==> config.mk <==
export PLATFORM = sky130hd
export DESIGN_NAME = dmem_arbiter
export DESIGN_NICKNAME = d
export VERILOG_FILES = /design/src/rtl/dmem_arb_pkg.sv /design/src/rtl/dmem_arbiter_arb.sv /design/src/rtl/dmem_arbiter.sv
export SDC_FILE = /design/constraint.sdc
export NUM_CORES = 1
export LEC_CHECK = 0
export BUFFER_PORTS_ARGS = -buffer_cell sky130_fd_sc_hd__buf_2
export CORE_MARGIN = 5
export CORE_UTILIZATION = 40
export DETAILED_ROUTE_END_ITERATION = 8
export HOLD_SLACK_MARGIN = 0.15
export PLACE_DENSITY = 0.86
export SYNTH_ARGS = -nofsm -noshare
export SYNTH_HDL_FRONTEND = slang
export SYNTH_SLANG_ARGS = --single-unit
==> constraint.sdc <==
create_clock -name clk -period 1.6 [get_ports clk]
set_input_delay 0.24 -clock clk [delete_from_list [all_inputs] [get_ports clk]]
set_output_delay 0.24 -clock clk [all_outputs]
set_load 0.01 [all_outputs]
==> src/rtl/dmem_arb_pkg.sv <==
// Shared types and constants for the data-SRAM arbiter: FSM states, master indices,
// default SRAM region tag and the width of the read-latency counter.
package dmem_arb_pkg;

  typedef enum logic [1:0] {
    IDLE  = 2'd0,
    ISSUE = 2'd1,
    WAIT  = 2'd2,
    ACK   = 2'd3
  } state_e;

  localparam logic [15:0] DEF_REGION = 16'h1000;
  localparam logic        M0         = 1'b0;
  localparam logic        M1         = 1'b1;
  localparam int          CNT_W      = 3;

endpackage

==> src/rtl/dmem_arbiter_arb.sv <==
// Two-requester combinational arbiter returning a one-hot grant; no latency, no state.
// DMEM_ARB_RR_EN selects round-robin on ties, otherwise m0 has fixed priority.
module arb_rr2
  import dmem_arb_pkg::*;
(
  input  logic [1:0] req_i,
  input  logic       last_i,
  output logic [1:0] gnt_o
);

`ifdef DMEM_ARB_RR_EN
  always_comb begin
    gnt_o = req_i;
    if (req_i == 2'b11) begin
      gnt_o = (last_i == M1) ? 2'b01 : 2'b10;
    end
  end
`else
  // Fixed priority never looks at the grant history.
  logic unused_last;
  assign unused_last = last_i;

  always_comb begin
    gnt_o = req_i[M0] ? 2'b01 : req_i;
  end
`endif

endmodule

==> src/rtl/dmem_arbiter.sv <==
// Shares the single-port data SRAM between m0 and m1; ack after 2 (write), 2+RD_LAT (read) or 1 (error) cycles.
// Masters hold req until ack, the loser waits for the next IDLE; DMEM_ARB_RR_EN enables round-robin ties.
module dmem_arbiter
  import dmem_arb_pkg::*;
#(
  parameter int          AW     = 14,
  parameter int          RD_LAT = 1,
  parameter logic [15:0] REGION = DEF_REGION
) (
  input  logic          clk,
  input  logic          reset,
  input  logic          m0_req,
  input  logic          m0_we,
  input  logic [31:0]   m0_addr,
  input  logic [31:0]   m0_wdata,
  output logic          m0_ack,
  output logic          m0_err,
  output logic [31:0]   m0_rdata,
  input  logic          m1_req,
  input  logic          m1_we,
  input  logic [31:0]   m1_addr,
  input  logic [31:0]   m1_wdata,
  output logic          m1_ack,
  output logic          m1_err,
  output logic [31:0]   m1_rdata,
  output logic          sram_en,
  output logic          sram_we,
  output logic [AW-1:0] sram_addr,
  output logic [31:0]   sram_wdata,
  input  logic [31:0]   sram_rdata
);

  state_e             state_q, state_d;
  logic               win_q, win_d;
  logic               last_q, last_d;
  logic [CNT_W-1:0]   cnt_q, cnt_d;
  logic [1:0]         ack_q, ack_d;
  logic [1:0]         err_q, err_d;
  logic [31:0]        rd0_q, rd0_d, rd1_q, rd1_d;
  logic               sram_en_q, sram_en_d, sram_we_q, sram_we_d;
  logic [AW-1:0]      sram_addr_q, sram_addr_d;
  logic [31:0]        sram_wdata_q, sram_wdata_d;

  logic [1:0]         gnt;
  logic               sel;
  logic [31:0]        sel_addr, sel_wdata;
  logic               sel_we;
  logic               unused_addr;

  arb_rr2 u_arb (
    .req_i  ({m1_req, m0_req}),
    .last_i (last_q),
    .gnt_o  (gnt)
  );

  assign sel       = gnt[M1];
  assign sel_addr  = sel ? m1_addr  : m0_addr;
  assign sel_wdata = sel ? m1_wdata : m0_wdata;
  assign sel_we    = sel ? m1_we    : m0_we;
  // Byte-offset bits and in-region bits above the word index are don't-care.
  assign unused_addr = ^sel_addr;

  always_comb begin
    state_d      = state_q;
    win_d        = win_q;
    last_d       = last_q;
    cnt_d        = cnt_q;
    ack_d        = '0;
    err_d        = '0;
    rd0_d        = '0;
    rd1_d        = '0;
    sram_en_d    = 1'b0;
    sram_we_d    = 1'b0;
    sram_addr_d  = sram_addr_q;
    sram_wdata_d = sram_wdata_q;
    unique case (state_q)
      IDLE: begin
        if (gnt != 2'b00) begin
          win_d  = sel;
          last_d = sel;
          if (sel_addr[31:16] == REGION) begin
            state_d      = ISSUE;
            sram_en_d    = 1'b1;
            sram_we_d    = sel_we;
            sram_addr_d  = sel_addr[AW+1:2];
            sram_wdata_d = sel_wdata;
          end else begin
            state_d    = ACK;
            ack_d[sel] = 1'b1;
            err_d[sel] = 1'b1;
          end
        end
      end
      ISSUE: begin
        if (sram_we_q) begin
          state_d      = ACK;
          ack_d[win_q] = 1'b1;
        end else begin
          state_d = WAIT;
          cnt_d   = CNT_W'(RD_LAT);
        end
      end
      WAIT: begin
        // Count 1 marks the cycle the SRAM presents data for the ISSUE strobe.
        if (cnt_q == CNT_W'(1)) begin
          state_d      = ACK;
          ack_d[win_q] = 1'b1;
          if (win_q == M1) rd1_d = sram_rdata;
          else             rd0_d = sram_rdata;
        end else begin
          cnt_d = cnt_q - CNT_W'(1);
        end
      end
      ACK:     state_d = IDLE;
      default: state_d = IDLE;
    endcase
  end

  always_ff @(posedge clk) begin
    if (reset) begin
      state_q      <= IDLE;
      win_q        <= M0;
      last_q       <= M1;
      cnt_q        <= '0;
      ack_q        <= '0;
      err_q        <= '0;
      rd0_q        <= '0;
      rd1_q        <= '0;
      sram_en_q    <= 1'b0;
      sram_we_q    <= 1'b0;
      sram_addr_q  <= '0;
      sram_wdata_q <= '0;
    end else begin
      state_q      <= state_d;
      win_q        <= win_d;
      last_q       <= last_d;
      cnt_q        <= cnt_d;
      ack_q        <= ack_d;
      err_q        <= err_d;
      rd0_q        <= rd0_d;
      rd1_q        <= rd1_d;
      sram_en_q    <= sram_en_d;
      sram_we_q    <= sram_we_d;
      sram_addr_q  <= sram_addr_d;
      sram_wdata_q <= sram_wdata_d;
    end
  end

  assign m0_ack     = ack_q[M0];
  assign m1_ack     = ack_q[M1];
  assign m0_err     = err_q[M0];
  assign m1_err     = err_q[M1];
  assign m0_rdata   = rd0_q;
  assign m1_rdata   = rd1_q;
  assign sram_en    = sram_en_q;
  assign sram_we    = sram_we_q;
  assign sram_addr  = sram_addr_q;
  assign sram_wdata = sram_wdata_q;

endmodule

# --- Yosys cells after proc, flatten, opt, wreduce, memory -nomap -nowiden ---
# Cells that the tools add are included.
totals:
  reg_bits: 122
  inputBits: 166
op_classes:
  n_addsub: 1
  n_lt_le_gt_ge: 4
  n_eq_ne: 9
  muxes: 22
  bitwise_logic: 6
  reduce_logical: 14
op_table:
  columns: ["operator", "count"]
  rows:
  - ["$mux 32", 2]
  - ["$eq 16x13->1 const B", 1]
  - ["$mux 2", 8]
  - ["$reduce_or 4->1", 3]
  - ["$ne 2x2->1 const B", 4]
  - ["$pmux 2 s4", 1]
  - ["$mux 3", 2]
  - ["$not 1->1", 6]
  - ["$pmux 2 s3", 1]
  - ["$pmux 3 s2", 1]
  - ["$reduce_and 3->1", 2]
  - ["$mux 1", 5]
  - ["$eq 2x2->1 const B", 2]
  - ["$lt 1x2->1 const B", 2]
  - ["$reduce_and 2->1", 2]
  - ["$reduce_bool 2->1", 2]
  - ["$eq 3x1->1 const B", 1]
  - ["$reduce_or 3->1", 1]
  - ["$sub 3x1->3 const B", 1]
  - ["$demux 1 s1", 2]
  - ["$eq 2x1->1 const B", 1]
  - ["$ge 1x1->1 const B", 2]
  - ["$logic_and 1x1->1", 2]
  - ["$logic_not 2->1", 1]
  - ["$reduce_or 2->1", 1]

# --- Depth between registers and ports, before layout ---
depth:
  word_depth: 8
  depth_mapped: 7
  ltp_nobuf: 6

# --- By module ---
# From an unflattened synthesis, not the netlist that was laid out.
unflattened:
  hier_cells: 456
  hier_area_um2: 5447.7
by_module_without_submodules:
  columns: ["module", "n_inst", "cells_per_inst", "area_each_um2"]
  rows:
  - ["dmem_arbiter", 1, 454, 5426.5]
  - ["arb_rr2", 1, 2, 21.3]

# --- Least setup slack after synthesis ---
# No wires, ideal clock.
synth_timing:
  kind: "flip-flop to flip-flop"
  startpoint: "register state_q[0]"
  endpoint: "register sram_addr_q[0] (netlist: sram_addr[0])"
  setup_time_ns: 0.121
  arrival_ns: 1.562
  required_ns: 1.479
  path_slack_ns: -0.083
  stages_incl_launch_ff: 8
  path_buffers: 2
  cell_sequence: "dfxtp_1 -> inv_1 -> ha_1 -> nand2_1 -> o22a_1 -> buf_6 -> buf_12 -> mux2_4"
synth_via:
  elab_chain_len: 2
synth_rtl:
  columns: ["item", "line", "text"]
  rows:
  - ["from (decl)", "dmem_arbiter.sv:33", "state_e state_q, state_d;"]
  - ["from (signal assigned)", "dmem_arbiter.sv:134", "state_q <= state_d;"]
  - ["$logic_not 2->1", "dmem_arbiter.sv:76", "unique case (state_q)"]
  - ["$reduce_and 3->1 (no line)", null, null]
  - ["to (signal assigned)", "dmem_arbiter.sv:144", "sram_addr_q <= sram_addr_d;"]
  - ["to (decl)", "dmem_arbiter.sv:41", "logic [AW-1:0] sram_addr_q, sram_addr_d;"]
# No other way between the ends.
# A chain may end at the register's enable or synchronous reset.

# --- Worst setup path in the final report ---
layout_timing:
  startpoint: "register state_q[0]"
  endpoint: "register sram_wdata_q[11] (netlist: sram_wdata[11])"
layout_via:
  elab_chain_len: 2
layout_rtl:
  columns: ["item", "line", "text"]
  rows:
  - ["$logic_not 2->1", "dmem_arbiter.sv:76", null]
  - ["$reduce_and 3->1 (no line)", null, null]
  - ["to (signal assigned)", "dmem_arbiter.sv:145", "sram_wdata_q <= sram_wdata_d;"]
  - ["to (decl)", "dmem_arbiter.sv:42", "logic [31:0] sram_wdata_q, sram_wdata_d;"]
# No other way between the ends.

==> impl_metrics.yaml <==
status:
  status: "finished, final reports clean"
worst_setup_path:
  endpoint_kind: "flip-flop"
  arrival_ns: 1.86
  critPathKind: "reg -> reg"
  crit_fanout: 7
  r2r_slack_ns: 0.03
  start_kind: "flip-flop"
  crit_required_ns: 1.89
global_routing:
  overflow: 0
  grt_pass1_vias: 4810
  grt_start_max_net_pins: 48
  track_usage_pct: 19.7
  antenna_found_initial: 0
  grt_pass1_wl_mm: 23.1
placed_design:
  dp_slack_ns: -0.204
  gp_congestion: 0.836
  hpwl_mm: 10.8
  portBuffers: 277
synth:
  synth_area_leaders: "dfxtp_1 (48%), mux2_4 (12%), and2_1 (8.0%)"
  synth_seq_area_share_pct: 47.5
  synth_largest_area_cell: "dfxtp_1"
  synthCells: 523
  synth_area_sq_um: 5140
  synth_nets: 696
  yosysUniqueCellTypes: 35
  synth_top_area_share_pct: 47.5
  syn_area_per_cell_sq_um: 9.83
  ys_ff_latch: 122
  synth_warnings: 0
cts:
  clk_pin_slew_ns: 0.06
  clockRootBuffer: "clkbuf_16"
  cts_tree: "built"
  clock_path_buffers: 2
  cts_sinks: 122
  clock_latency_ns: 0.40
  cts_max_level: 4
  cts_buffers: 17
timing:
  finalSetupViolCount: 0
  relSlewSlack_pct: 72.6
  worst_pin_slew_ns: 0.411
  setup_ws_ns: 0.0298
  hold_violations: 0
  rsz0062_at_grt: "true"
  skew_ns: 0.00507
  period_needed_ns: 1.57
  fin_crit_sh_pct: 98.1
  fin_setup_tns_ns: 0
  final-max-slew-violation-count: 0
  clock.fmax_mhz: 637
pwr:
  leakage_uw: 0.00408
  vdd_ir_drop_max_uv: 616
  power_density_nw_per_um2: 1080
floorplan:
  die_y_um: 123
  io_pins: 282
  die_x_um: 123
  core_area_sq_um: 12600
  start_util_pct: 40.7
  row_count: 41
  dieArea_sq_um: 15200
route:
  drtIter0Drc: 268
  drt_first_pass_iters: 4
  postRouteAntennaNets: 0
  routed_wl_mm: 16.1
  wl_per_cell_um: 15.5
  drc: 0
  vias_per_cell: 4.65
  vias: 4821
finish:
  drive_above_1_share_pct: 47.6
  layout_common_cells: "buf_2 (276), dfxtp_1 (120), nand2_1 (95), and2_1 (66), a21oi_1 (48)"
  diodes: 0
  nets: 1024
  synthToLayoutAreaGrowth_pct: 55.0
  final_common_cell: "buf_2"
run:
  drv_cap: 0
worst_hold_path:
  hold_path.class: "in -> reg"
==> metal layers <==
layer / routed length (um) / global-route usage, %
met5: 0 / 0
met4: 404 / 9.27
met3: 886 / 4.03
met2: 8630 / 36.6
met1: 6140 / 21.2
==> layout make-up <==
class	count	area, sq um
Fill cell	1006	4650
Multi-Input combinational cell	365	2550
Sequential cell	122	2440
Timing Repair Buffer	341	2130
Clock buffer	20	467
Tap cell	172	215
Clock inverter	12	138
Inverter	4	17.5
==> state kept, by name (all words and copies together) (netlist names) <==
register and count:
ack_q 2, cnt_q 3, err_q 2, m0_rdata 32, m1_rdata 32, sram_addr 14
sram_en 1, sram_wdata 32, sram_we 1, state_q 2, win_q 1
==> repair_timing <==
action,CTS,global route
hold buffers,33,0
hold endpoints to repair,65,0
buffers inserted,1,1
gates cloned,2,5
pin swaps,1,5
gates resized for setup,4,9
setup endpoints to repair,47,50
==> worst max-delay path, cell delays in order (launching register included) <==
cell       delay (ns)
dfxtp_2          0.35
inv_4            0.05
ha_4             0.17
nand2_2          0.07
o22a_4           0.29
clkbuf_16        0.21
mux2_4           0.30
==> cells by family after synthesis <==
| kind of cell | share of synthesized area, % |
|---|---|
| adder cells (fa/ha/maj) | 1.70 |
| flip-flops | 47.5 |
| buffers and inverters | 4.16 |
| AO/OA/AOI/OAI | 7.26 |
| multiplexers | 13.6 |
| AND/OR/NAND/NOR | 25.7 |
==> cell usage after synthesis <==
library cell,count
a221oi_1,2
nor4b_2,1
nor4_1,2
o22a_1,2
o21ai_0,4
buf_1,7
buf_2,5
inv_1,4
nor3_1,3
buf_12,4
a21bo_2,1
mux2_2,7
ha_1,7
nor2b_1,48
nand4_1,4
a21oi_1,48
nor2_1,9
dfxtp_1,122
a21o_1,2
a211oi_1,4
mux2i_1,2
nor4b_1,1
a311oi_1,1
mux2_4,40
nor4b_4,1
and2_1,66
nor4_4,2
nand2b_1,2
a22oi_1,1
a31oi_1,1
nand3_1,3
nor4_2,3
nand2_1,98
buf_6,1
clkbuf_1,15
==> power breakdown <==
group	internal (uW)	switching, uW
clock network	2430	1380
logic	773	760
registers	3170	62.2
total	6370	2200
==> stage by stage <==
stage,cells,util [%],hold slack (ns),cell area (sq um),total power (uW)
5_1_grt,1036,63.1,0.182,7970,8980
3_3_place_gp,962,54.0,0.443,6820,4620
2_1_floorplan,523,-,0.337,5160,4040
3_5_place_dp,962,54.0,0.446,6820,4650
6_report,1036,63.1,0.173,7970,8570
4_1_cts,1030,62.0,0.172,7830,8590
==> path summary, 6_finish.rpt <==
kind / from / endpoint / cells past startpoint
setup reg to reg: state_q[0]$_SDFFE_PP0P_ / sram_wdata[11]$_SDFFE_PP0P_ / 6
hold / removal: m0_we / sram_we$_SDFF_PP0_ / 3
setup / recovery: state_q[0]$_SDFFE_PP0P_ / sram_wdata[11]$_SDFFE_PP0P_ / 6
hold reg to reg: cnt_q[1]$_SDFFE_PP0P_ / cnt_q[1]$_SDFFE_PP0P_ / 2
Power figures use the tool's default switching activity.
